`src/rtl/ifu_idu_inst_queue.sv`:
```
// ifu_idu_inst_queue: fetch-to-decode decoupling FIFO of {inst, pc, pcplus4, err} tuples
// with valid/ready handshakes on both sides and a flush that drops everything buffered.
module ifu_idu_inst_queue #(
    parameter int DATA_WIDTH = 32,
    parameter int DEPTH = 2,
    localparam int CNT_W = $clog2(DEPTH + 1)
) (
    input  logic                  clk,
    input  logic                  rstn,
    input  logic                  flush,
    input  logic                  in_valid,
    output logic                  in_ready,
    input  logic [DATA_WIDTH-1:0] in_inst,
    input  logic [DATA_WIDTH-1:0] in_pc,
    input  logic [DATA_WIDTH-1:0] in_pcplus4,
    input  logic                  in_err,
    output logic                  out_valid,
    input  logic                  out_ready,
    output logic [DATA_WIDTH-1:0] out_inst,
    output logic [DATA_WIDTH-1:0] out_pc,
    output logic [DATA_WIDTH-1:0] out_pcplus4,
    output logic                  out_err,
    output logic [CNT_W-1:0]      count
);
    localparam int PW = $clog2(DEPTH);
    localparam logic [CNT_W-1:0] FULL = CNT_W'(DEPTH);

    typedef struct packed {
        logic [DATA_WIDTH-1:0] inst;
        logic [DATA_WIDTH-1:0] pc;
        logic [DATA_WIDTH-1:0] pcplus4;
        logic                  err;
    } entry_t;

    entry_t        mem [DEPTH];
    entry_t        head;
    logic [PW-1:0] wptr, rptr;
    logic          push, pop;

    // Ready depends only on registered occupancy, so a full queue never accepts
    // even while its head drains in the same cycle.
    assign in_ready    = (count != FULL) & ~flush;
    assign out_valid   = (count != '0) & ~flush;
    assign push        = in_valid & in_ready;
    assign pop         = out_valid & out_ready;
    assign head        = mem[rptr];
    assign out_inst    = head.inst;
    assign out_pc      = head.pc;
    assign out_pcplus4 = head.pcplus4;
    assign out_err     = head.err;

    always_ff @(posedge clk or negedge rstn) begin
        if (!rstn) begin
            wptr  <= '0;
            rptr  <= '0;
            count <= '0;
            for (int i = 0; i < DEPTH; i++) mem[i] <= '0;
        end else if (flush) begin
            wptr  <= '0;
            rptr  <= '0;
            count <= '0;
        end else begin
            if (push) begin
                mem[wptr] <= '{inst: in_inst, pc: in_pc, pcplus4: in_pcplus4, err: in_err};
                wptr      <= PW'(wptr + 1'b1);
            end
            if (pop) rptr <= PW'(rptr + 1'b1);
            if (push != pop) count <= push ? count + 1'b1 : count - 1'b1;
        end
    end

    always_ff @(posedge clk) begin
        if (rstn) begin
            assert (count <= FULL);
            assert (!(pop && count == '0));
            assert (!(push && !pop && count == FULL));
        end
    end
endmodule
```
`config.mk`:
```
export PLATFORM = sky130hd
export DESIGN_NAME = ifu_idu_inst_queue
export DESIGN_NICKNAME = d
export VERILOG_FILES = /design/src/rtl/ifu_idu_inst_queue.sv
export SDC_FILE = /design/constraint.sdc
export NUM_CORES = 1
export LEC_CHECK = 0
export ABC_AREA = 1
export CAP_MARGIN = 20
export CORE_MARGIN = 2
export CORE_UTILIZATION = 45
export CTS_CLUSTER_DIAMETER = 40
export DETAILED_ROUTE_END_ITERATION = 8
export MAX_ROUTING_LAYER = met4
export PLACE_DENSITY = 0.8
export SLEW_MARGIN = 30
export SYNTH_ARGS = -nofsm -noshare
export SYNTH_HDL_FRONTEND = slang
export SYNTH_SLANG_ARGS = --single-unit
```
`constraint.sdc`:
```
create_clock -name clk -period 1.35 [get_ports clk]
set_input_delay 0.135 -clock clk [delete_from_list [all_inputs] [get_ports clk]]
set_output_delay 0.135 -clock clk [all_outputs]
set_load 0.05 [all_outputs]
```
# ---- Word level (Yosys, flattened, before mapping)
# Cells that the tools add are included.
dict set report classes {
  n_reduce_logical 6
  eq_ne 2
  bitwise_logic 7
  addsub 4
  order_cmp 3
  muxes 13
}
# operator n
set op_table {}
lappend op_table {{$mux W97} 4}
lappend op_table {{$bwmux W194} 1}
lappend op_table {{$demux W97 S1} 1}
lappend op_table {{$reduce_bool A2 Y1} 4}
lappend op_table {{$mux W2} 3}
lappend op_table {{$and A1 B1 Y1} 4}
lappend op_table {{$ge A2 B2 Y1 const B} 2}
lappend op_table {{$mux W1} 4}
lappend op_table {{$not A1 Y2} 2}
lappend op_table {{$add A1 B1 Y1 const B} 2}
lappend op_table {{$add A2 B1 Y2 const B} 1}
lappend op_table {{$lt A2 B1 Y1 const B} 1}
lappend op_table {{$ne A2 B2 Y1 const B} 1}
lappend op_table {{$reduce_and A2 Y1} 1}
lappend op_table {{$sub A2 B1 Y2 const B} 1}
lappend op_table {{$logic_and A1 B1 Y1} 1}
lappend op_table {{$ne A1 B1 Y1} 1}
lappend op_table {{$not A1 Y1} 1}
dict set report totals {
  reg_bits 198
  wordCells 46
  output_inout_bits 101
  input_bits 102
}

# ---- Depth between registers and ports, before layout
dict set report depth {
  ltp_word 6
  ltp_mapped 9
  mapped_depth_nobuf 7
}

# ---- Worst setup path before layout
# Ideal clock, no wire load.
dict set report synth_path {
  path_type {reg2reg}
  from {register count[0]}
  to {register count[0]}
  setup_ns 0.067
  stages_incl_launch_ff 7
  path_buffers 0
  required_time_ns 1.283
  arrival_ns 1.913
  slack_ns -0.630
  period_less_slack_ns 1.980
  cell_sequence {dfrtp_1 > nor2_1 > nor2_1 > nand2_1 > nand2_1 > nand3_1 > nand2_1}
}
# item line_no
set synth_rtl {}
lappend synth_rtl {{from (decl)} 23} ;# output logic [CNT_W-1:0] count
lappend synth_rtl {{from (signal assigned)} 68} ;# if (push != pop) count <= push ? count + 1'b1 : count - 1'b1;
lappend synth_rtl {{$reduce_bool A2 Y1} 43} ;# assign out_valid = (count != '0) & ~flush;
lappend synth_rtl {{$and A1 B1 Y1} 43}
lappend synth_rtl {{via out_valid} 17} ;# output logic out_valid,
lappend synth_rtl {{$and A1 B1 Y1} 45} ;# assign pop = out_valid & out_ready;
lappend synth_rtl {{$ne A1 B1 Y1} 68}
lappend synth_rtl {{$reduce_bool A2 Y1 (no line)} --}
# The timed path passes the listed nets, and every way through them passes these cells. The select of a mux whose other input is x is not followed.
# A chain may end at the register's enable or synchronous reset.

# ---- Worst setup path after layout
dict set report layout_path {
  from {register rptr}
  to {output port out_err}
}
dict set report layout_via {
  elab_chain_cells 4
}
# item line_no
set layout_lines {}
lappend layout_lines {{from (decl)} 37} ;# logic [PW-1:0] wptr, rptr;
lappend layout_lines {{from (signal assigned)} 67} ;# if (pop) rptr <= PW'(rptr + 1'b1);
lappend layout_lines {{$not A1 Y2 (not written as such)} 46} ;# assign head = mem[rptr];
lappend layout_lines {{$mux W97 (not written as such) (3 in series)} 46}
lappend layout_lines {{to (decl)} 22} ;# output logic out_err,
# Every way passes these cells. The select of a mux whose other input is x is not followed.

==> metrics <==
Final Cycle Share 141%; worst-path maximum fanout 9; Fill cells 909; Via-to-Cell Ratio around 5.5; maximum vdd drop around 0.0017 V; P_leak about 7.2 nW; Least-Margin Pin Slew ~400 ps; antenna viol nets, final 0; highest cell delay on the worst timing path 470 ps; final count of hold timing violations 0; met3 Use GR 6.03%; RSZ-0062 raised after global routing true; hpwl dp 14100 µm; Max Slew Vio Count 0; met2 usage 52.8%; Top Usage Layer GRT met2; syn_area_per_cell approximately 10 µm²; total wire length 33700 µm; Crit-path slowest cell dfrtp_4; fraction of layout cells with a size suffix above 1 59.7%; pin count of the biggest net entering global routing 40; die width 143 µm; CP required 1220 ps; IO Pins around 200; synthesis-stage register bit count 198; H-tree Lvls 4; Final Util 82.3%; final setup vio count 298; setup tns final -94640 ps; ant diodes 0; vias in the first global route between 8000 and 9000; CTS Sinks about 200; Detailed Route Iter0 Violations 440; CTS tree built; Layout area overhead 77.9%; Core Rows 50; IO buf count 202; # DRC 0; critical path class reg -> out; Fmax achieved 0.526 GHz; most frequent cells in the layout 195 x dfrtp_1, 138 x o21ai_2, 130 x buf_6; status finished, violations left; initial antenna violation count 0; GRT Util Overall 30.6%; Syn Nets 975; worst-path cell chain buf_12, buf_16, mux2_2, buf_6; Hold Crit Class in -> async; die area between 20000 and 25000 µm²; clock transition at the registers of the reported paths 80 ps; Final Skew 9.97 ps; Power Density around 2600 nW/µm²; yosys warns 0; DR WL/cell 23.0 µm; Pre-antenna DRT Iters 5; total power 0.0401 W; die height 143 µm; CP arrival 1770 ps; total CTS buffers 17; core footprint 18900 µm²; total grt overflow 0; Max Root-Sink Buffers 2; Worst setup EP type output pin; met1 Track Usage GR 35.1%; Post-Syn Instances 873; max-cap viol count 0; normalized max-slew margin 72.7%; Setup crit start kind flip-flop; via count 7981; RePlAce Congestion about 0.77; first-pass GRT wire length 46700 µm; failing checks setup timing; starting density of the core a little under half; area of the mapped netlist 8740 µm²; sequential cell area fraction in the yosys report about 57%; commonest non-fill, non-tap cell in the layout dfrtp_1; clock latency on the worst-skew pair 430 ps; area occupied by multi-input gates 4790 µm²; Final min period 1900 ps; register area 4960 µm²; Synth cell types 18; worst setup margin -552 ps; Root Driver clkbuf_16; fin nets between 1000 and 1500
-- per-layer routing --
| layer | share of wire (%) | vias up |
|---|---|---|
| met2 | 54 | 333 |
| met1 | 37 | 4023 |
| met5 | 0 | - |
| li1 | - | 3511 |
| met4 | 4.0 | 0 |
| met3 | 5.4 | 114 |
-- per-stage QoR --
step,instance area [µm²],setup slack [ps],hold WS [ps],std cells
global placement,11200,-311,96.2,1340
detailed placement,11200,-401,100,1340
global route,15600,-585,219,1462
finish,15600,-552,206,1462
CTS,14500,-538,193,1457
floorplan,8840,-148,-161,873
-- critical path, delay by kind of cell (launching register included) --
family   cells  cell delay [ps]
mux          1              370
flops        1              470
buf+inv      3              490
-- timing repair --
| action | 4_1_cts | 5_1_grt |
|---|---|---|
| setup buffers | 34 | 12 |
| endpoints found under the hold margin | 183 | 0 |
| setup endpoints to repair | 292 | 298 |
| gates resized for setup | 417 | 275 |
| hold buffers | 1 | 0 |
| pin swaps | 19 | 20 |
| cloned | 51 | 7 |
-- layout make-up --
class	count	share of cell area [%]
Timing Repair Buffer	339	28.9
Clock buffer	18	2.82
Multi-Input combinational cell	530	30.8
Clock inverter	13	0.925
Sequential cell	198	31.9
Inverter	104	2.55
Tap cell	260	2.09
-- path summary, 6_finish.rpt --
check                      depth (start not counted)       from        to  slack, ps
max                                                4       rptr   out_err       -550
min                                                2       rstn  mem[170]        210
max reg2reg                                        9   count[0]    mem[0]       -410
min reg2reg                                        2    mem[16]   mem[16]        490
max in group asynchronous                          3       rstn   mem[57]        540
min in group clk                                   3  in_pc[10]  mem[140]        260
-- Yosys cell counts (all sizes together) --
master | n | area [µm²]
a21oi | 1 | 5.00
buf | 46 | 404
clkbuf | 7 | 26.3
dfrtp | 198 | 4950
inv | 104 | 390
mux2 | 97 | 1090
nand2 | 211 | 802
nand3 | 7 | 35.0
nor2 | 5 | 26.3
nor3 | 1 | 5.00
o21ai | 196 | 1000
-- power by group --
| part | internal [W] | total (W) | switching [W] |
|---|---|---|---|
| registers | 0.00868 | 0.0113 | 0.00266 |
| logic | 0.0104 | 0.0236 | 0.0132 |
| clock network | 0.00265 | 0.00516 | 0.00251 |
-- kinds of logic (layout without fill, tap and decap cells) --
| family | count (synthesis) | in the layout | share of synthesized area, % |
|---|---|---|---|
| simple gates | 224 | 236 | 9.93 |
| flops | 198 | 198 | 56.7 |
| compound gates | 197 | 197 | 11.5 |
| buf+inv | 157 | 474 | 9.39 |
| mux | 97 | 97 | 12.5 |
-- state kept, by name (all words and copies together) (netlist names) --
register and cells:
mem 194, rptr 1, wptr 1, count 2
Note: power is estimated with default switching activity, not from simulation.
==> patch 1 (config.mk and constraints unchanged) <==
Reset style: synchronous (`rstn`), changed in one clocked block.
--- a/src/rtl/ifu_idu_inst_queue.sv
+++ b/src/rtl/ifu_idu_inst_queue.sv
@@ -50,5 +50,5 @@
     assign out_err     = head.err;
 
-    always_ff @(posedge clk or negedge rstn) begin
+    always_ff @(posedge clk) begin
         if (!rstn) begin
             wptr  <= '0;
Formal check against the unedited RTL: differs if rstn is asserted again (counterexample within 4 cycles, from zero or initial values and one cycle with rstn low); with rstn held inactive, the same outputs for 4 cycles.
==> patch 1 against the original RTL <==
Critical path depth grew 4; cell area is 2.1% lower; sequential cell count rose by 1; worst setup slack better by 0.079 ns; synthesized area down 0.33%; cell count is 14% lower; wire length fell by 16%; critical endpoint is now mem[0][28]; the flow still finishes with violations (negative setup slack).
Power is not compared: it rests on default switching activity, and its combinational part moved more than twofold at a synthesized area within 25%.
==> patch 1: results (changes against the original RTL) <==
stage;metric;value;unit;change
outcome;status;finished, violations left;;
outcome;violations;negative setup slack;;
setup_path;arrival;2.10;ns;+0.33 ns
finish;fin_cells;1260;;-14%
finish;nNonClkInverters;105;;+0.96%
synthesis;synthXorXnorAreaFrac;0.1005;%;+0.10 points
placement;hpwl;13220;um;-6.1%
synthesis;ys_async_sr_fraction;0;%;-100 points
route;met1_length;10700;um;-14%
placement;place_inst;1155;;-14%
synthesis;avgSynthCellArea;13.20;sq um;+32%
setup_path;cp_max_fo;8;;-1
placement;place_congestion;0.7757;;+0.31%
synthesis;yosysUniqueCellTypes;21;;+3
clock_tree;cts_hold_buf;0;;-1
grt;grt_use_met1;25.13;%;-9.9 points
hold_path;hold_path_class;primary input to flip-flop;;
grt;use_met3;3.722;%;-2.3 points
grt;grt_pass1_wl;32860;um;-30%
finish;final_nets;1089;;-16%
grt;first_global_vias;6306;;-26%
route;vias_per_cell;5.087;;-6.8%
grt;grt_max_degree;34;;-15%
grt;use_met2;39.34;%;-13 points
sta;fin_skew;0.005519;ns;-0.004455 ns
finish;nMultiInputCombCells;328;;-38%
clock_tree;post-cts-setup-buffers;19;;-44%
power;total_power;15.58;mW;
sta;setup_slack;-0.4730;ns;+0.07929 ns
synthesis;yosys_most_used_dff;edfxtp_1;;
synthesis;syn_nets;762;;-22%
finish;clockBufferCount;17;;-1
finish;clk_share;3.860;%;+0.11 points
finish;fillers;906;;-0.33%
synthesis;synth_mux_area_share;12.54;%;+0.041 points
route;wl_met3;1180;um;-35%
finish;drive_above_1_share;57.10;%;-2.6 points
finish;seqCellArea;5937;sq um;+20%
sta;max_slew_margin;78.43;%;+5.7 points
sta;setup_violations;487;;+63%
clock_tree;cts_resized;156;;-63%
route;drtIter0Drc;341;;-23%
finish;nonClkBufAreaFrac;29.36;%;+0.44 points
synthesis;synth-compound-area-share;0.1149;%;-11 points
## patch 1: worst paths after layout
check	from	to	slack (ns)
min reg2reg	rptr	flip-flop	0.56
min	in_inst[24]	mem[1][89]	0.41
max reg2reg	count[0]	mem[0][28]	-0.47
max	count[0]	mem[0][28]	-0.47
## patch 1: stage by stage
stage | setup TNS (ns) | worst slack (ns) | instance area (sq um)
2_1_floorplan | -147.11 | -0.6513 | 8920
3_3_place_gp | -162.45 | -0.4966 | 11610
3_5_place_dp | -174.76 | -0.5296 | 11610
4_1_cts | -136.63 | -0.4443 | 13340
5_1_grt | -169.30 | -0.4918 | 15230
6_report | -150.78 | -0.4730 | 15230
## patch 1: critical path: stages, from the launching register on
cell and delay (ns):
dfxtp_4 0.37, inv_4 0.04, nand2_4 0.07, nand3_4 0.07
or2_4 0.26, buf_6 0.12, or2_4 0.36, clkbuf_16 0.23
nor2_1 0.13
==> patch 2 (same flow settings) <==
Made on the original files. Change the parameter `DATA_WIDTH` from 32 to 64.
--- a/src/rtl/ifu_idu_inst_queue.sv
+++ b/src/rtl/ifu_idu_inst_queue.sv
@@ -2,5 +2,5 @@
 // with valid/ready handshakes on both sides and a flush that drops everything buffered.
 module ifu_idu_inst_queue #(
-    parameter int DATA_WIDTH = 32,
+    parameter int DATA_WIDTH = 64,
     parameter int DEPTH = 2,
     localparam int CNT_W = $clog2(DEPTH + 1)
Interface: changed (6 resized); port bits go from 203 to 395. The function was not compared with the original's and may differ.
==> patch 2 against the original RTL <==
The run still ends with negative setup slack left; sequential share of layout area increased by 5.8 points; worst setup slack got worse by 0.18 ns; cell count increased by 85%; synthesized cell count increased by 94%; maximum frequency decreased by 8.7%; clock skew increased by 0.0049 ns; count of clock-buffer cells in the layout increased by 44; wire length increased by 54%; cell area increased by 67%; synthesized area increased by 94%; combinational power increased by 66%; power increased by 83%; sequential cell count increased by 192; highest routed layer unchanged.
==> patch 2: results (changes against the original RTL) <==
stage;metric;value;unit;change
outcome;status;finished, violations left;;
outcome;violations;negative setup slack;;
setup_path;cp_max_fo;18;;+9
setup_path;reg2regPathDepth;8;;-1
power;leakagePower;12.88;nW;+78%
clock_tree;cts_made_buffers;51;;+34
synthesis;synthTopCellsByArea;dfrtp_1 58%, mux2_2 13%, o21ai_1 11%;;
route;drtIter0Drc;930;;+110%
grt;grt_pass1_wl;72810;um;+56%
power;ir_drop;0.002463;V;+41%
grt;use_met3;4.360;%;-1.7 points
clock_tree;clockBufferDepth;3;;+1
route;dr_wl_met2;26310;um;+46%
placement;hpwl;30970;um;+120%
route;vias_per_cell;5.303;;-2.9%
placement;place_inst;2552;;+90%
synthesis;yosysUniqueCellTypes;17;;-1
grt;grt_usage;23.98;%;-6.6 points
grt;grt_max_degree;74;;+85%
grt;use_met2;40.02;%;-13 points
finish;diodes;2;;+2
grt;grt_use_met1;28.77;%;-6.3 points
route;routed_wl;51980;um;+54%
sta;setup_slack;-0.7347;ns;-0.1823 ns
clock_tree;cts.sinks;390;;+97%
route;wl_per_cell;19.26;um;-16%
finish;final_nets;2382;;+84%
finish;nMultiInputCombCells;999;;+88%
sta;setup_violations;580;;+95%
synthesis;synth-compound-area-share;11.50;%;about the same
finish;nonClkBufAreaFrac;24.74;%;-4.2 points
route;met1_length;20330;um;+63%
setup_path;arrival;1.95;ns;+0.18 ns
finish;fillers;2388;;+160%
route;wl_met3;3209;um;+76%
synthesis;syn_nets;1892;;+94%
synthesis;seq_area_frac_synth;57.67;%;+0.99 points
finish;seq_share;37.65;%;+5.8 points
finish;clockBufferCount;62;;+44
finish;multi_input_area_share;25.72;%;-5.1 points
placement;place_worst_setup_slack;-0.4374;ns;-0.03608 ns
grt;antenna_found_initial;2;;+2
finish;n_all_buffers;542;;+60%
placement;place_congestion;0.8065;;+4.3%
clock_tree;htree_levels;2;;-2
clock_tree;path_clk_slew;0.06;ns;-0.02 ns
finish;reg_top3;mem: 386 flops, count: 2 flops;;
finish;nNonClkInverters;200;;+92%
grt;first_global_vias;14420;;+68%
[patch 2: cell types whose count changed after synthesis, moves of 4 or more]
cell      delta
o21ai_2      -5
dfrtp_1    +192
inv_1       +96
buf_2       +52
clkbuf_1     +4
o21ai_1    +226
nand2_1    +192
o21ai_0     -29
mux2_2      +96
[patch 2: critical path, cell delays in order, from the launching register on]
cell and delay, ns:
dfrtp_4 0.46, buf_12 0.18, buf_16 0.19, mux2_2 0.38, buf_6 0.16
[patch 2: final timing paths]
kind | end | from | slack (ns)
worst max-delay path | out_inst[37] | rptr | -0.73
worst min-delay path | mem[60] | rstn | 0.03
worst max register to register | mem[9] | count[1] | -0.22
worst min register to register | mem[245] | mem[245] | 0.49
max in group asynchronous | mem[364] | rstn | 0.61
min in group clk | mem[3] | in_pcplus4[2] | 0.12
[patch 2: report_power, final]
part	switching [mW]	internal (mW)	leakage (nW)
clock network	5.30	8.37	0.842
registers	3.38	17.1	4.85
logic	22.6	16.6	7.18
[patch 2: timing repair]
item / CTS / global route
endpoints found under the setup margin: 563 / 584
hold endpoints to repair: 390 / 0
pin swaps: 2 / 6
gates cloned: 1 / 34
buffers inserted: 4 / 13
hold buffers: 1 / 0
gates resized for setup: 206 / 146
[patch 2: per-stage QoR]
step | hold WS, ns | utilization (%) | TNS, ns | cell area, sq um
after floorplan | -0.1606 | - | -52.64 | 17750
after global placement | 0.02708 | 59.19 | -127.97 | 22080
after detailed placement | 0.02886 | 59.19 | -134.99 | 22080
after CTS | 0.01007 | 66.08 | -171.82 | 24660
after global routing | 0.03152 | 69.53 | -214.03 | 25940
final | 0.02542 | 69.53 | -182.21 | 25940
